--- src/rtl/uart_rx_fifo_if.sv ---
// Receive-side stream from uart_rx_fifo to its consumer: head-of-FIFO entry plus handshake.
// valid_o is high while an entry is held; the entry is consumed on every cycle with valid_o && ready_i, and data/flags stay stable until then.
interface uart_rx_fifo_if #(
  parameter int DATA_BITS = 8
);
  logic [DATA_BITS-1:0] data_o;
  logic                 parity_err_o;
  logic                 frame_err_o;
  logic                 valid_o;
  logic                 ready_i;

  modport master (output data_o, output parity_err_o, output frame_err_o, output valid_o, input ready_i);
  modport slave  (input data_o, input parity_err_o, input frame_err_o, input valid_o, output ready_i);
endinterface

--- src/rtl/uart_rx_fifo.sv ---
// UART receiver with 16x oversampling, majority-vote bit sampling, configurable frame format
// and a receive FIFO whose head entry is presented on a ready/valid stream.
module uart_rx_fifo #(
  parameter int CLK_HZ     = 25_000_000,
  parameter int BAUD       = 115200,
  parameter int DATA_BITS  = 8,
  parameter int PARITY     = 0,
  parameter int STOP_BITS  = 1,
  parameter int FIFO_DEPTH = 16
) (
  input  logic                  clk,
  input  logic                  rst,
  input  logic                  rx_i,
  uart_rx_fifo_if.master        rx_if,
  output logic                  overflow_o,
  output logic                  break_o,
  output logic [2:0]            state_o
);
  localparam int DIV_RAW = (CLK_HZ + BAUD * 8) / (BAUD * 16);
  localparam int DIV     = (DIV_RAW < 1) ? 1 : DIV_RAW;
  localparam int CW      = (DIV > 1) ? $clog2(DIV) : 1;
  localparam int AW      = $clog2(FIFO_DEPTH);
  localparam int EW      = DATA_BITS + 2;

  typedef enum logic [2:0] {
    S_IDLE, S_START, S_DATA, S_PARITY, S_STOP, S_BRK_WAIT
  } state_t;

  state_t               state_q, state_d;
  logic                 rx_s1_q, rx_s2_q, rx_prev_q;
  logic [CW-1:0]        div_q;
  logic [3:0]           t_q, t_d;
  logic                 s7_q, s7_d, s8_q, s8_d, bit_q, bit_d;
  logic [3:0]           bit_cnt_q, bit_cnt_d;
  logic                 stop_cnt_q, stop_cnt_d;
  logic [DATA_BITS-1:0] shift_q, shift_d;
  logic                 par_err_q, par_err_d, par_zero_q, par_zero_d;
  logic                 frame_err_q, frame_err_d, stop0_zero_q, stop0_zero_d;
  logic                 push_q, push_d, brk_q, brk_d;
  logic [EW-1:0]        entry_q, entry_d;
  logic                 restart;

  logic                 tick, fall, maj, mid_tick, last_tick, par_x, is_break;

  assign tick      = (div_q == CW'(DIV - 1));
  assign fall      = rx_prev_q & ~rx_s2_q;
  assign maj       = (s7_q & s8_q) | (s7_q & rx_s2_q) | (s8_q & rx_s2_q);
  assign mid_tick  = tick && (t_q == 4'd9);
  assign last_tick = tick && (t_q == 4'd15);
  assign par_x     = (^shift_q) ^ maj;
  // Break needs the first stop bit low; with two stop bits it was recorded one bit earlier.
  assign is_break  = (shift_q == '0) && par_zero_q &&
                     ((stop_cnt_q == 1'b0) ? ~maj : stop0_zero_q);
  assign state_o   = state_q;

  always_comb begin
    state_d      = state_q;
    t_d          = t_q;
    s7_d         = s7_q;
    s8_d         = s8_q;
    bit_d        = bit_q;
    bit_cnt_d    = bit_cnt_q;
    stop_cnt_d   = stop_cnt_q;
    shift_d      = shift_q;
    par_err_d    = par_err_q;
    par_zero_d   = par_zero_q;
    frame_err_d  = frame_err_q;
    stop0_zero_d = stop0_zero_q;
    entry_d      = entry_q;
    push_d       = 1'b0;
    brk_d        = 1'b0;
    restart      = 1'b0;

    if (tick && state_q != S_IDLE && state_q != S_BRK_WAIT) begin
      t_d = t_q + 4'd1;
      if (t_q == 4'd7) s7_d = rx_s2_q;
      if (t_q == 4'd8) s8_d = rx_s2_q;
      if (t_q == 4'd9) bit_d = maj;
    end

    case (state_q)
      S_IDLE: begin
        if (fall) begin
          state_d      = S_START;
          t_d          = '0;
          restart      = 1'b1;
          bit_cnt_d    = '0;
          stop_cnt_d   = 1'b0;
          par_err_d    = 1'b0;
          par_zero_d   = 1'b1;
          frame_err_d  = 1'b0;
          stop0_zero_d = 1'b0;
        end
      end
      S_START: begin
        if (last_tick) state_d = bit_q ? S_IDLE : S_DATA;
      end
      S_DATA: begin
        if (mid_tick) shift_d = {maj, shift_q[DATA_BITS-1:1]};
        if (last_tick) begin
          bit_cnt_d = bit_cnt_q + 4'd1;
          if (bit_cnt_q == 4'(DATA_BITS - 1)) state_d = (PARITY != 0) ? S_PARITY : S_STOP;
        end
      end
      S_PARITY: begin
        if (mid_tick) begin
          par_err_d  = (PARITY == 1) ? ~par_x : par_x;
          par_zero_d = ~maj;
        end
        if (last_tick) state_d = S_STOP;
      end
      S_STOP: begin
        // Decide at mid-bit of the last stop bit so a back-to-back start edge is caught.
        if (mid_tick) begin
          frame_err_d = frame_err_q | ~maj;
          if (stop_cnt_q == 1'b0) stop0_zero_d = ~maj;
          if (stop_cnt_q == 1'(STOP_BITS - 1)) begin
            if (is_break) begin
              brk_d   = 1'b1;
              state_d = S_BRK_WAIT;
            end else begin
              push_d  = 1'b1;
              entry_d = {frame_err_q | ~maj, par_err_q, shift_q};
              state_d = S_IDLE;
            end
          end
        end
        if (last_tick) stop_cnt_d = stop_cnt_q + 1'b1;
      end
      S_BRK_WAIT: begin
        if (rx_s2_q) state_d = S_IDLE;
      end
      default: state_d = S_IDLE;
    endcase
  end

  always_ff @(posedge clk or negedge rst) begin
    if (!rst) begin
      rx_s1_q      <= 1'b1;
      rx_s2_q      <= 1'b1;
      rx_prev_q    <= 1'b1;
      div_q        <= '0;
      state_q      <= S_IDLE;
      t_q          <= '0;
      s7_q         <= 1'b1;
      s8_q         <= 1'b1;
      bit_q        <= 1'b1;
      bit_cnt_q    <= '0;
      stop_cnt_q   <= 1'b0;
      shift_q      <= '0;
      par_err_q    <= 1'b0;
      par_zero_q   <= 1'b1;
      frame_err_q  <= 1'b0;
      stop0_zero_q <= 1'b0;
      entry_q      <= '0;
      push_q       <= 1'b0;
      brk_q        <= 1'b0;
    end else begin
      rx_s1_q      <= rx_i;
      rx_s2_q      <= rx_s1_q;
      rx_prev_q    <= rx_s2_q;
      div_q        <= (restart || tick) ? '0 : div_q + 1'b1;
      state_q      <= state_d;
      t_q          <= t_d;
      s7_q         <= s7_d;
      s8_q         <= s8_d;
      bit_q        <= bit_d;
      bit_cnt_q    <= bit_cnt_d;
      stop_cnt_q   <= stop_cnt_d;
      shift_q      <= shift_d;
      par_err_q    <= par_err_d;
      par_zero_q   <= par_zero_d;
      frame_err_q  <= frame_err_d;
      stop0_zero_q <= stop0_zero_d;
      entry_q      <= entry_d;
      push_q       <= push_d;
      brk_q        <= brk_d;
    end
  end

  logic [EW-1:0] mem [FIFO_DEPTH];
  logic [AW:0]   wr_ptr_q, rd_ptr_q;
  logic          empty, full, pop, wr_en;
  logic [EW-1:0] head;

  assign empty = (wr_ptr_q == rd_ptr_q);
  assign full  = (wr_ptr_q[AW] != rd_ptr_q[AW]) && (wr_ptr_q[AW-1:0] == rd_ptr_q[AW-1:0]);
  assign pop   = !empty && rx_if.ready_i;
  // A pop on a full FIFO frees the slot the push lands in during the same cycle.
  assign wr_en = push_q && (!full || pop);
  assign head  = mem[rd_ptr_q[AW-1:0]];

  assign overflow_o         = push_q && full && !pop;
  assign break_o            = brk_q;
  assign rx_if.valid_o      = !empty;
  assign rx_if.data_o       = empty ? '0 : head[DATA_BITS-1:0];
  assign rx_if.parity_err_o = !empty && head[DATA_BITS];
  assign rx_if.frame_err_o  = !empty && head[DATA_BITS+1];

  always_ff @(posedge clk) begin
    if (wr_en) mem[wr_ptr_q[AW-1:0]] <= entry_q;
  end

  always_ff @(posedge clk or negedge rst) begin
    if (!rst) begin
      wr_ptr_q <= '0;
      rd_ptr_q <= '0;
    end else begin
      if (wr_en) wr_ptr_q <= wr_ptr_q + 1'b1;
      if (pop)   rd_ptr_q <= rd_ptr_q + 1'b1;
    end
  end
endmodule

--- src/flat_wrapper.sv ---
// flat-port wrapper written by rule: the top's interface ports become plain ports
module uart_rx_fifo_flat 
#(
  parameter int CLK_HZ     = 25_000_000,
  parameter int BAUD       = 115200,
  parameter int DATA_BITS  = 8,
  parameter int PARITY     = 0,
  parameter int STOP_BITS  = 1,
  parameter int FIFO_DEPTH = 16
)
  (clk, rst, rx_i, overflow_o, break_o, state_o, rx_if_data_o, rx_if_parity_err_o, rx_if_frame_err_o, rx_if_valid_o, rx_if_ready_i);
  uart_rx_fifo_if #(.DATA_BITS(DATA_BITS)) rx_if_i ();
  input  logic clk;
  input  logic rst;
  input  logic rx_i;
  output logic overflow_o;
  output logic break_o;
  output logic [2:0] state_o;
  output wire logic [$bits(rx_if_i.data_o)-1:0] rx_if_data_o;
  output wire logic [$bits(rx_if_i.parity_err_o)-1:0] rx_if_parity_err_o;
  output wire logic [$bits(rx_if_i.frame_err_o)-1:0] rx_if_frame_err_o;
  output wire logic [$bits(rx_if_i.valid_o)-1:0] rx_if_valid_o;
  input wire logic [$bits(rx_if_i.ready_i)-1:0] rx_if_ready_i;
  assign rx_if_data_o = rx_if_i.data_o;
  assign rx_if_parity_err_o = rx_if_i.parity_err_o;
  assign rx_if_frame_err_o = rx_if_i.frame_err_o;
  assign rx_if_valid_o = rx_if_i.valid_o;
  assign rx_if_i.ready_i = rx_if_ready_i;
  uart_rx_fifo #(.CLK_HZ(CLK_HZ), .BAUD(BAUD), .DATA_BITS(DATA_BITS), .PARITY(PARITY), .STOP_BITS(STOP_BITS), .FIFO_DEPTH(FIFO_DEPTH)) u_core (.clk(clk), .rst(rst), .rx_i(rx_i), .rx_if(rx_if_i), .overflow_o(overflow_o), .break_o(break_o), .state_o(state_o));
endmodule
--- config.mk ---
export PLATFORM = sky130hd
export DESIGN_NAME = uart_rx_fifo_flat
export DESIGN_NICKNAME = d
export VERILOG_FILES = /design/src/rtl/uart_rx_fifo_if.sv /design/src/rtl/uart_rx_fifo.sv /design/src/flat_wrapper.sv
export SDC_FILE = /design/constraint.sdc
export NUM_CORES = 1
export LEC_CHECK = 0
export ABC_AREA = 1
export BUFFER_PORTS_ARGS = -buffer_cell sky130_fd_sc_hd__buf_4
export CAP_MARGIN = 20
export CORE_UTILIZATION = 40
export CTS_CLUSTER_SIZE = 40
export DETAILED_ROUTE_END_ITERATION = 7
export GPL_TIMING_DRIVEN = 0
export PLACE_DENSITY_LB_ADDON = 0.12
export SYNTH_ARGS = -nofsm -noshare
export SYNTH_HDL_FRONTEND = slang
export SYNTH_SLANG_ARGS = --single-unit
--- constraint.sdc ---
create_clock -name clk -period 5.5 [get_ports clk]
set_input_delay 1.1 -clock clk [delete_from_list [all_inputs] [get_ports clk]]
set_output_delay 1.1 -clock clk [all_outputs]
set_load 0.005 [all_outputs]
### Word level (Yosys, flattened, before mapping)

Memory sizes are Yosys's and may differ from the RTL's.
Index checks and enable logic that the tools add are counted.

* bits in registers: 56
* memory bits (writable): 160
* output and inout bits: 16
* word-level logic and storage cells: 144
* memories kept: 1

Memories
* u_core.mem: words 16, bits a word 10, rd ports 1, clocked after Yosys merged registers in 0, write ports 1, line uart_rx_fifo.sv:181 `logic [EW-1:0] mem [FIFO_DEPTH];`

* add/sub/neg operators: 6
* eq/ne operators: 25
* muxes and demuxes: 44
* bitwise logic cells: 12
* reductions and logical operators: 35

Operator list (number)
* 3-bit two-way mux: 9
* 4-bit two-way mux: 6
* 1-bit two-way mux: 20
* 2-bit by 1-bit inequality test with 1-bit output, second input constant: 9
* 3-bit case mux with 6 select lines: 1
* 4-bit == test, second input constant: 4
* 1-bit logical AND: 13
* 4-bit by 1-bit adder with 4-bit output, second input constant: 3
* 3-bit AND reduction: 4
* 5-bit by 1-bit adder with 5-bit output, second input constant: 2
* 1-bit case mux with 2 select lines: 5
* 4-bit by 3-bit == test with 1-bit output, second input constant: 2
* 8-bit logical NOT: 1
* 8-bit two-way mux: 1
* 4-bit case mux with 2 select lines: 1
* 2-bit AND reduction: 4
* 8-bit AND reduction: 1
* 8-bit parity: 1
* 3-bit by 2-bit == test with 1-bit output, second input constant: 2
* 3-bit == test, second input constant: 2
* 2-bit nonzero test: 3
* 5-bit == test: 1
* 1-bit bitwise AND: 4
* 4-bit == test: 1
* other kinds (14): 22

### Depth between registers and ports, before layout

Gate-level depths: netlist of run 1.

* depth in word-level cells: 10
* mapped depth: 11
* mapped depth without buffers: 11

### Worst setup path after synthesis of run 1

Ideal clock, no wire load.

* kind: input-to-output
* start point: in rx_if_ready_i
* end point: out overflow_o
* arrival time: 1482 ps
* data required time: 4400 ps
* slack: 2918 ps
* stages on the path: 3
* cells stage by stage: nor2_1 > nand3_2 > nor2_1

* word-level cells in the longest chain between the ends: 3

Ends and longest elaborated chain
* start, declared: line flat_wrapper.sv:23 `input wire logic [$bits(rx_if_i.ready_i)-1:0] rx_if_ready_i;`
* 1-bit logical AND: line uart_rx_fifo.sv:188 `assign pop = !empty && rx_if.ready_i;`
* 1-bit logical NOT: line uart_rx_fifo.sv:193 `assign overflow_o = push_q && full && !pop;`
* 1-bit logical AND: line uart_rx_fifo.sv:193
* end, declared: line flat_wrapper.sv:16 `output logic overflow_o;`

Every way passes these cells.

### Final worst setup path of run 1

* start point: reg u_core.rd_ptr_q[0]
* end point: out rx_if_data_o[2]

* word-level cells in the longest chain between the ends: 2

Ends and longest elaborated chain
* start, declared: line uart_rx_fifo.sv:182 `logic [AW:0] wr_ptr_q, rd_ptr_q;`
* start signal, assigned: line uart_rx_fifo.sv:210 `if (pop) rd_ptr_q <= rd_ptr_q + 1'b1;`
* memory 16 x 10 bit or 5-bit == test (tied branches)
* 8-bit two-way mux *: line uart_rx_fifo.sv:196 `assign rx_if.data_o = empty ? '0 : head[DATA_BITS-1:0];`
* end, declared: line flat_wrapper.sv:19 `output wire logic [$bits(rx_if_i.data_o)-1:0] rx_if_data_o;`

Mark *: on every way between the ends. The rest lies on a longest branch, timed or not.

==> run metrics, run 1 <==
Worst EP arrival around 2.5 ns; TritonCTS clock tree yes; RSZ-0062 raised after global routing no; initial antenna violation count 0; ANT nets after route 0; CP endpoint kind output port; most frequent cell after synthesis nand2_1; nature of the critical path startpoint register; Worst Reg-to-Reg Cells 7; WL final 22890 um; cell area after synthesis around 10000 um2; post-synthesis net count approximately 1100; via-per-instance ratio roughly 4.6; slew at the pin closest to its max-slew limit approximately 1.1 ns; die width 159.8 um; # port buffers 19; #FFs+latches synth approximately 220; Min-Delay Endpoint u_core.rx_s2_q$_DFF_PN1_; cts-stage hold buffer count 0; number of I/O pins 20; Pwr Density 328.5 nW/um2; Synth area leader edfxtp_1; Leakage about 5.0 nW; final setup violating endpoints 0; routed length per instance approximately 16 um; Netlist cell types 33; Synth Instances 1041; fin crit period approximately 3.6 ns; status finished clean; CTS H-Tree Depth 1; Slew Limit Headroom between 20% and 30%; post-place setup slack around 2.4 ns; first-pass GRT wire length between 30000 and 40000 um; share of layout cells above drive strength 1 10.75%; clock power share 43.4%; Final Core Density 46.40%; setup slack, reg-to-reg 3.03 ns; GRT Residual Overflow 0; CTS Root Cell clkbuf_16; switching power total a little under 900 uW; register area share after synthesis about 62%; post-synth top area share approximately half; routed vias around 6700; Comb pwr share 7.3%; CTS max path bufs 3; cts repair resizes 0; Final Net Count roughly 1100; fin area about 11000 um2; mean post-synth cell area around 9.6 um2; hold depth 0; clock insertion delay at the later pin of the skew report between 0.5 and 0.6 ns; Post-CTS Setup Bufs 0; Seq pwr share 49.3%; Worst-path clk slew ~0.060 ns; Post-synth EDFFs 160; Initial Util about two fifths; R2R Path End u_core.mem[3][4]$_DFFE_PP_; 1st-iter DRT viols around 420; fin. max-slew vios 0; # DRC 0; FMAX 276.8 MHz; n_diodes 0; Final TNS setup 0 ns; type of the worst setup path register to output port; Critical Path RT between 4 and 5 ns; Post-DP HPWL 14950 um; global placer's final weighted congestion 0.8100; fin crit share about two thirds; ys flop type edfxtp_1; total track usage roughly 18%; max cap viols 0; Peak VDD IR roughly 280 uV; Commonest cells post-synth nand2_1 (378), edfxtp_1 (160), inv_1 (147); Post-synth ARST share between 20% and 30%; core area roughly 24000 um2; final hold vios 0; Hold Path Class register to register; clock sinks 216; Die Span Y around 160 um; placed cell area 10510 um2; row cnt 57; Synth warnings 0; Sw Share 23.34%; final clock skew approximately 0.013 ns; crit path max fanout 10; worst reg2reg startpoint u_core.rd_ptr_q[1]$_DFFE_PN0P_; total die area between 20000 and 30000 um2; Area Overhead vs Synth 13.67%; vias in the first global route about 6500; CTS Buf Count 25; worst setup margin roughly 1.9 ns; First-pass DRT Iterations 5; pin count of the biggest net entering global routing 57; Cell Int Power between 2 and 3 mW; hold path start u_core.rx_s1_q$_DFF_PN1_; most area-consuming cells after synthesis edfxtp_1 (48%), nand2_1 (14%), dfrtp_1 (12%)
==> worst max-delay path by stage <==
stage,startpoint,end
floorplan,rx_if_ready_i,overflow_o
global placement,u_core.rd_ptr_q[0]$_DFFE_PN0P_,rx_if_data_o[2]
detailed placement,u_core.rd_ptr_q[0]$_DFFE_PN0P_,rx_if_data_o[2]
CTS,u_core.rd_ptr_q[0]$_DFFE_PN0P_,rx_if_data_o[2]
global route,u_core.rd_ptr_q[0]$_DFFE_PN0P_,rx_if_data_o[6]
finish,u_core.rd_ptr_q[0]$_DFFE_PN0P_,rx_if_data_o[2]
==> placed cells by master (no fill, tap or decap), types with 2 or more instances in the layout <==
cell,instances
a21oi_1,18
inv_2,4
o21ai_1,2
edfxtp_1,160
nand2_1,378
nand3_2,3
nand3_1,109
xor2_1,13
dfstp_2,7
clkbuf_8,3
o21ai_0,12
buf_2,14
clkinv_1,3
buf_6,2
xnor2_1,7
nand2_4,4
buf_1,2
bufinv_16,2
nor2_2,4
nor2_4,5
dfrtp_1,49
clkbuf_16,25
ha_1,15
o21ai_2,9
nor2_1,40
nand4_1,4
nor3_1,4
inv_1,147
buf_4,22
nand2_2,5
clkbuf_1,23
inv_6,2
clkinv_2,4
==> power groups by stage <==
stage / clock network, mW / logic [mW] / registers, mW
floorplan: 0 / 0.211 / 1.85
global placement: 0 / 0.273 / 1.86
detailed placement: 0 / 0.275 / 1.86
CTS: 1.65 / 0.276 / 1.83
global route: 1.70 / 0.313 / 1.84
finish: 1.62 / 0.271 / 1.83
==> state kept, by name, indices dropped and copies added (netlist names), 3 cells and up <==
register	flops
u_core.wr_ptr_q	5
u_core.bit_cnt_q	4
u_core.mem	160
u_core.entry_q	10
u_core.rd_ptr_q	5
u_core.div_q	4
u_core.shift_q	8
u_core.state_o	3
u_core.t_q	4
==> worst max-delay path, stage by stage (launching register included) <==
cell      delay [ns]
dfrtp_1         0.43
inv_2           0.20
clkbuf_1        0.48
nand2_1         0.10
nand2_1         0.08
nand2_1         0.05
nand3_1         0.10
nand3_1         0.12
a21oi_1         0.28
buf_4           0.17
==> cell families after synthesis <==
logic type / count (synthesis) / share of synthesized area (%)
simple gates: 558 / 23.82
buf+inv: 189 / 7.552
flops: 216 / 62.42
xor+xnor: 20 / 1.759
compound gates: 43 / 2.564
fa+ha+maj: 15 / 1.885
==> metrics by stage <==
| stage | std cells | hold WS [ns] | power [mW] |
|---|---|---|---|
| 2_1_floorplan | 1041 | 0.3452 | 2.065 |
| 3_3_place_gp | 1384 | 0.3486 | 2.138 |
| 3_5_place_dp | 1384 | 0.3500 | 2.140 |
| 4_1_cts | 1430 | 0.3591 | 3.758 |
| 5_1_grt | 1431 | 0.3596 | 3.853 |
| 6_report | 1431 | 0.3567 | 3.718 |
==> metal layers <==
| metal | up-vias | wire length [um] | GRT usage, % |
|---|---|---|---|
| met5 | - | 0 | 0 |
| met1 | 3104 | 10790 | 26.05 |
| li1 | 3412 | - | - |
| met2 | 109 | 10710 | 30.25 |
| met4 | 0 | 436 | 3.983 |
| met3 | 28 | 951 | 2.727 |
==> final cells by class <==
type / instances / area (um2)
fill: 2325 / 13070
sequential: 216 / 6215
multi-input combinational: 636 / 2990
clock buffer: 36 / 696.9
inverter: 154 / 580.6
tap: 324 / 405.4
buffer: 35 / 171.4
timing repair buffer: 20 / 150.1
clock inverter: 10 / 108.9
Power figures use the tool's default switching activity.
==> run 2, diff against run 1 <==
--- a/config.mk
+++ b/config.mk
@@ -5,7 +5,7 @@
 export SDC_FILE = /design/constraint.sdc
 export NUM_CORES = 1
 export LEC_CHECK = 0
-export ABC_AREA = 1
+export ABC_AREA = 0
 export BUFFER_PORTS_ARGS = -buffer_cell sky130_fd_sc_hd__buf_4
 export CAP_MARGIN = 20
 export CORE_UTILIZATION = 40
==> constraint.sdc (replaced) <==
create_clock -name clk -period 3 [get_ports clk]
set_input_delay 0.6 -clock clk [delete_from_list [all_inputs] [get_ports clk]]
set_output_delay 0.6 -clock clk [all_outputs]
set_load 0.005 [all_outputs]
==> run metrics, run 2 <==
status finished with violations; failing checks design-rule violations; Finished Layout Cells 879 (-39%); final hold vios 0 (unchanged); crit path max fanout 6 (-4); Post-DP HPWL 12560 um (-16%); WL final 19760 um (-14%); Worst-path clk slew 0.06 ns (about the same); Worst path max stage delay 0.51 ns (+0.03 ns); placed cell area 9569 um2 (-8.9%); cts-stage hold buffer count 0 (unchanged); Worst Reg-to-Reg Cells 8 (+1); fin. max-slew vios 0 (unchanged); final clock skew 0.009191 ns (-0.004088 ns); FMAX 336.7 MHz; max reg flops 160 (unchanged); CTS max path bufs 3 (unchanged); register area 6215 um2 (unchanged); Synth area leader edfxtp_1; placed cell count 824 (-40%); share of layout cells above drive strength 1 28.88% (+18 points); Pwr Density 773.7 nW/um2 (+140%); TritonCTS clock tree yes; # port buffers 19 (unchanged); Netlist cell types 58 (+76%); number of I/O pins 20 (unchanged); Critical Path RT 2.40 ns (-2.00 ns); CP cell instances buf_6 > clkbuf_16 > mux4_2 > nor2b_1 > a211oi_2 > a211oi_1 > buf_4; Critical-path top delay cell mux4_2; #FFs+latches synth 216 (unchanged); most area-consuming cells after synthesis edfxtp_1 (53%), dfrtp_1 (14%), mux4_2 (10%); CTS Root Cell clkbuf_16; Die Span Y 152.3 um (-4.7%); core area 21960 um2 (-10%); mean post-synth cell area 17.25 um2 (+80%); final setup violating endpoints 0 (unchanged); total die area 23200 um2 (-9.1%); Worst EP arrival 2.37 ns (-0.14 ns); n_diodes 0 (unchanged); row cnt 54 (-5.3%); fin crit share a little over nine tenths; total track usage 17.70% (-0.76 points); slew at the pin closest to its max-slew limit 0.8329 ns (-0.2710 ns); post-synth top area share 53.16% (+4.9 points); # DRC 4 (+4); cell area after synthesis 9039 um2 (-9.2%); routed vias 4806 (-28%); fin area 10710 um2 (-5.3%); Final Core Density 48.79% (+2.4 points); 1st-iter DRT viols 321 (-24%); Area Overhead vs Synth 18.54%; CP endpoint kind output port; Initial Util 41.16% (+0.34 points); most frequent cell after synthesis edfxtp_1; max cap viols 0 (unchanged); fin crit period 2.970 ns; via-per-instance ratio 5.468 (+18%); vias in the first global route 5116 (-22%); clock sinks 216 (unchanged); post-place setup slack -0.1575 ns (-2.584 ns); commonest non-fill, non-tap cell in the layout edfxtp_1; Peak VDD IR 474.8 uV (+67%); Leakage 4.210 nW (-17%); busiest layer in global routing met2; initial antenna violation count 0 (unchanged); Synth warnings 0 (unchanged); nature of the critical path startpoint register; CTS Buf Count 24 (-4.0%); Filler cells 1830 (-21%); Post-synth EDFFs 160 (unchanged); First-pass DRT Iterations 7 (+2); routing usage on met3 2.389% (-0.34 points); Final Net Count 601 (-46%); Post-synth ARST share 25.93% (unchanged); Hold Path Class primary input to asynchronous set/reset pin; pin count of the biggest net entering global routing 57 (unchanged); die width 152.3 um (-4.7%); routed length per instance 22.48 um (+41%); GRT Residual Overflow 0 (unchanged); ys flop type edfxtp_1; Final TNS setup 0 ns (unchanged); multi-input logic area 2768 um2 (-7.4%); type of the worst setup path register to output port; worst setup margin 0.03004 ns (-1.857 ns); hold slack final 0.1476 ns (-0.2091 ns); global placer's final weighted congestion 0.8415 (+3.9%); ANT nets after route 0 (unchanged); commonest cells after routing, fill and taps aside edfxtp_1 (160), dfrtp_1 (49), mux4_2 (40), buf_4 (30), clkbuf_16 (27); CTS H-Tree Depth 1 (unchanged); met1 Use GR 24.17% (-1.9 points); met2 usage 29.91% (-0.34 points); total power 8.289 mW (+120%); post-synthesis net count 543 (-49%); clock insertion delay at the later pin of the skew report 0.51 ns (about the same); Synth Instances 524 (-50%); Slew Limit Headroom 44.17% (+18 points); register area share after synthesis 68.76% (+6.3 points); Commonest cells post-synth edfxtp_1 (160), dfrtp_1 (49), mux4_2 (40); RSZ-0062 raised after global routing yes; first-pass GRT wire length 30690 um (-16%)
==> run 2: cell types whose count changed after synthesis, moves of 21 or more <==
| cell | before | now |
|---|---|---|
| mux2i_1 | 0 | 24 |
| mux4_2 | 0 | 40 |
| inv_1 | 147 | 21 |
| a211oi_1 | 1 | 22 |
| nor2_1 | 40 | 15 |
| nand2_1 | 378 | 11 |
| nand3_1 | 109 | 5 |
==> run 2: logic make-up (layout without fill, tap and decap cells) <==
kind of cell | after synthesis | in the layout | share of synthesized area (%)
xor+xnor | 21 | 21 | 2.035
fa+ha+maj | 15 | 15 | 2.076
flops | 216 | 216 | 68.76
buf+inv | 45 | 120 | 2.159
simple gates | 88 | 88 | 5.883
compound gates | 60 | 60 | 4.596
mux | 79 | 79 | 14.49
==> run 2: worst paths after layout <==
| check | slack [ns] | endpoint | from |
|---|---|---|---|
| setup / recovery | 0.03 | rx_if_data_o[1] | u_core.rd_ptr_q[0]$_DFFE_PN0P_ |
| hold / removal | 0.15 | u_core.shift_q[2]$_DFFE_PN0P_ | rst |
| setup reg to reg | 0.15 | u_core.mem[6][6]$_DFFE_PP_ | u_core.rd_ptr_q[0]$_DFFE_PN0P_ |
| hold reg to reg | 0.36 | u_core.rx_s2_q$_DFF_PN1_ | u_core.rx_s1_q$_DFF_PN1_ |
| max in group asynchronous | 2.36 | u_core.rd_ptr_q[2]$_DFFE_PN0P_ | rst |
| min in group clk | 0.20 | u_core.rx_s1_q$_DFF_PN1_ | rx_i |
==> run 2: layer usage <==
layer / vias to the layer above / share of wire [%]
met3: 30 / 4.0
met4: 0 / 1.9
met5: - / 0
met2: 90 / 50
met1: 2506 / 44
li1: 2180 / -
==> run 2: what timing repair did <==
action,4_1_cts,5_1_grt
cloned,1,2
buffers inserted,6,3
gates resized for setup,44,13
setup endpoints to repair,22,20
pin swaps,4,4
endpoints found under the hold margin,0,0
==> run 2: area by class of cell <==
class / instances / area share, %
multi-input combinational: 263 / 25.83
buffer: 24 / 1.880
sequential: 216 / 58.01
clock buffer: 28 / 5.944
tap: 280 / 3.270
inverter: 21 / 0.7357
timing repair buffer: 32 / 2.990
clock inverter: 15 / 1.343
==> run 2: power by group <==
group	internal (mW)	switching (mW)	leakage, nW
Clock	1.76	1.14	0.381
Combinational	1.00	1.04	1.29
Sequential	3.25	0.0882	2.54
==> run 2: critical path: cells and delay by family (launching register included) <==
kind / cells / cell delay (ns)
multiplexers: 1 / 0.51
AO/OA/AOI/OAI: 2 / 0.33
AND/OR/NAND/NOR: 1 / 0.16
flip-flops: 1 / 0.36
buffers and inverters: 3 / 0.50
==> run 3, diff against run 2 <==
==> constraint.sdc (replaced) <==
create_clock -name clk -period 3 [get_ports clk]
set_input_delay 0.3 -clock clk [delete_from_list [all_inputs] [get_ports clk]]
set_output_delay 0.3 -clock clk [all_outputs]
set_load 0.005 [all_outputs]
==> run metrics, run 3 (synthesis gave the netlist of run 2 again) <==
max reg flops 160 (unchanged); Critical Path RT 2.70 ns (+0.30 ns); most used cell, CP buf_4; Final Net Count 593 (-1.3%); status finished with violations; n_diodes 0 (unchanged); register area 6215 um2 (unchanged); clock insertion delay at the later pin of the skew report 0.51 ns (about the same); CP bufs+invs 4 (+1); placed cell count 824 (unchanged); WL final 19310 um (-2.3%); # DRC 4 (unchanged); clock sinks 216 (unchanged); post-place setup slack -0.004970 ns (+0.1525 ns); GRT Residual Overflow 0 (unchanged); multi-input logic area 2675 um2 (-3.3%); final clock skew 0.008519 ns (-0.0006721 ns); routed length per instance 22.17 um (-1.4%); nature of the critical path startpoint register; total die area 23200 um2 (unchanged); ANT nets after route 0 (unchanged); worst reg2reg startpoint u_core.wr_ptr_q[4]$_DFFE_PN0P_; Critical-path top delay cell mux4_2; commonest non-fill, non-tap cell in the layout edfxtp_1; setup slack, reg-to-reg 0.21 ns (+0.06 ns); Post-DP HPWL 12560 um (unchanged); Worst path max stage delay 0.57 ns (+0.06 ns); FMAX 350.8 MHz (+4.2%); Worst Setup SP u_core.rd_ptr_q[0]$_DFFE_PN0P_; type of the worst setup path register to output port; fin area 10460 um2 (-2.4%); placed cell area 9569 um2 (unchanged); 1st-iter DRT viols 331 (+3.1%); max cap viols 0 (unchanged); hold path start rx_if_ready_i; hold depth 4; CTS max path bufs 3 (unchanged); pin count of the biggest net entering global routing 57 (unchanged); via-per-instance ratio 5.426 (-0.76%); Min-Delay Endpoint u_core.rd_ptr_q[2]$_DFFE_PN0P_; CTS Root Cell clkbuf_16; fin crit period 2.851 ns (-0.1192 ns); Die Span Y 152.3 um (unchanged); R2R Path End u_core.mem[6][6]$_DFFE_PP_; die width 152.3 um (unchanged); CTS H-Tree Depth 1 (unchanged); share of layout cells above drive strength 1 24.87% (-4.0 points); TritonCTS clock tree yes; Peak VDD IR 470.8 uV (-0.84%); total track usage 17.55% (-0.15 points); worst setup margin 0.1492 ns (+0.1192 ns); # port buffers 19 (unchanged); Slew Limit Headroom 44.33% (+0.15 points); Worst-path clk slew 0.06 ns (about the same); core area 21960 um2 (unchanged); First-pass DRT Iterations 6 (-1); row cnt 54 (unchanged); final setup violating endpoints 0 (unchanged); routed vias 4726 (-1.7%); vias in the first global route 5122 (+0.12%); fin. max-slew vios 0 (unchanged); initial antenna violation count 0 (unchanged); CP delay by family, top multiplexers; CTS Buf Count 24 (unchanged); Hold Path Class primary input to register; CP cell instances buf_4 > buf_12 > buf_8 > mux4_2 > mux2i_2 > a211oi_1 > buf_4; CP endpoint kind output port; crit path max fanout 10 (+4); RSZ-0062 raised after global routing no; failing checks design-rule violations; Worst Reg-to-Reg Cells 5 (-3); Leakage 4.125 nW (-2.0%); fin crit share 95.03% (-4.0 points); Area Overhead vs Synth 15.73%; Initial Util 41.16% (unchanged); Filler cells 1853 (+1.3%); Final Core Density 47.64% (-1.2 points); first-pass GRT wire length 30490 um (-0.65%); Worst EP arrival 2.55 ns (+0.18 ns); total power 7.896 mW (-4.7%); Pwr Density 754.8 nW/um2 (-2.4%); number of I/O pins 20 (unchanged); Finished Layout Cells 871 (-0.91%); commonest cells after routing, fill and taps aside edfxtp_1 (160), dfrtp_1 (49), mux4_2 (40), buf_4 (25), clkbuf_16 (25); final hold vios 0 (unchanged); slew at the pin closest to its max-slew limit 0.8306 ns (-0.002299 ns); global placer's final weighted congestion 0.8415 (unchanged)
## run 3: cell count changes in the layout (fill, tap and decap cells not counted), moves of 3 or more
cell	change
a211oi_1	+10
a211oi_2	-10
buf_12	-3
buf_4	-5
mux2i_1	+4
## run 3: routing by layer
| layer | GRT usage [%] | share of wire [%] |
|---|---|---|
| met3 | 2.389 | 3.1 |
| met4 | 4.665 | 2.0 |
| met5 | 0 | 0 |
| met1 | 23.64 | 45 |
| met2 | 30.00 | 50 |
## run 3: layout make-up
cell class | count | area share, %
multi-input cells | 263 | 25.57
flip-flops and latches | 216 | 59.41
inverters | 21 | 0.7536
repair buffers | 24 | 1.890
clock buffers | 28 | 6.089
plain buffers | 24 | 1.555
well taps | 280 | 3.349
clock inverters | 15 | 1.376
## run 3: metrics by stage
step / setup TNS, ns / hold WS [ns]
global placement: -20.22 / 0.3485
floorplan: 0 / 0.004409
finish: 0 / 0.2146
detailed placement: -0.04049 / 0.3523
global route: 0 / 0.2241
CTS: 0 / 0.1907
## run 3: what timing repair did
item / 4_1_cts / 5_1_grt
hold buffers: 2 / 0
resized for setup: 18 / 7
setup endpoints to repair: 21 / 19
buffers inserted: 0 / 2
endpoints found under the hold margin: 50 / 0
pin swaps: 1 / 1
## run 3: power breakdown
part,internal [mW],total [mW],switching (mW),leakage [nW]
registers,3.25,3.34,0.0863,2.54
logic,0.732,1.65,0.918,1.20
clock network,1.76,2.90,1.14,0.381
total,5.75,7.90,2.14,4.13
## run 3: worst reg2reg max path, stage by stage, from the launching register on
cell and delay [ns]:
dfrtp_1 0.42, xnor2_1 0.41, nor2_1 0.21, a21oi_1 0.49, buf_2 0.29, and4b_1 0.60
## run 3: worst max path at each step
stage                                            end  slack, ns  cells past startpoint
after floorplan           u_core.mem[2][0]$_DFFE_PP_        0.1                      5
after global placement    u_core.mem[2][5]$_DFFE_PP_      -1.20                      5
after detailed placement  u_core.mem[2][6]$_DFFE_PP_     -0.005                      5
after CTS                            rx_if_data_o[3]      0.009                      7
after global routing                 rx_if_data_o[3]       0.02                      7
final                                rx_if_data_o[3]       0.15                      7
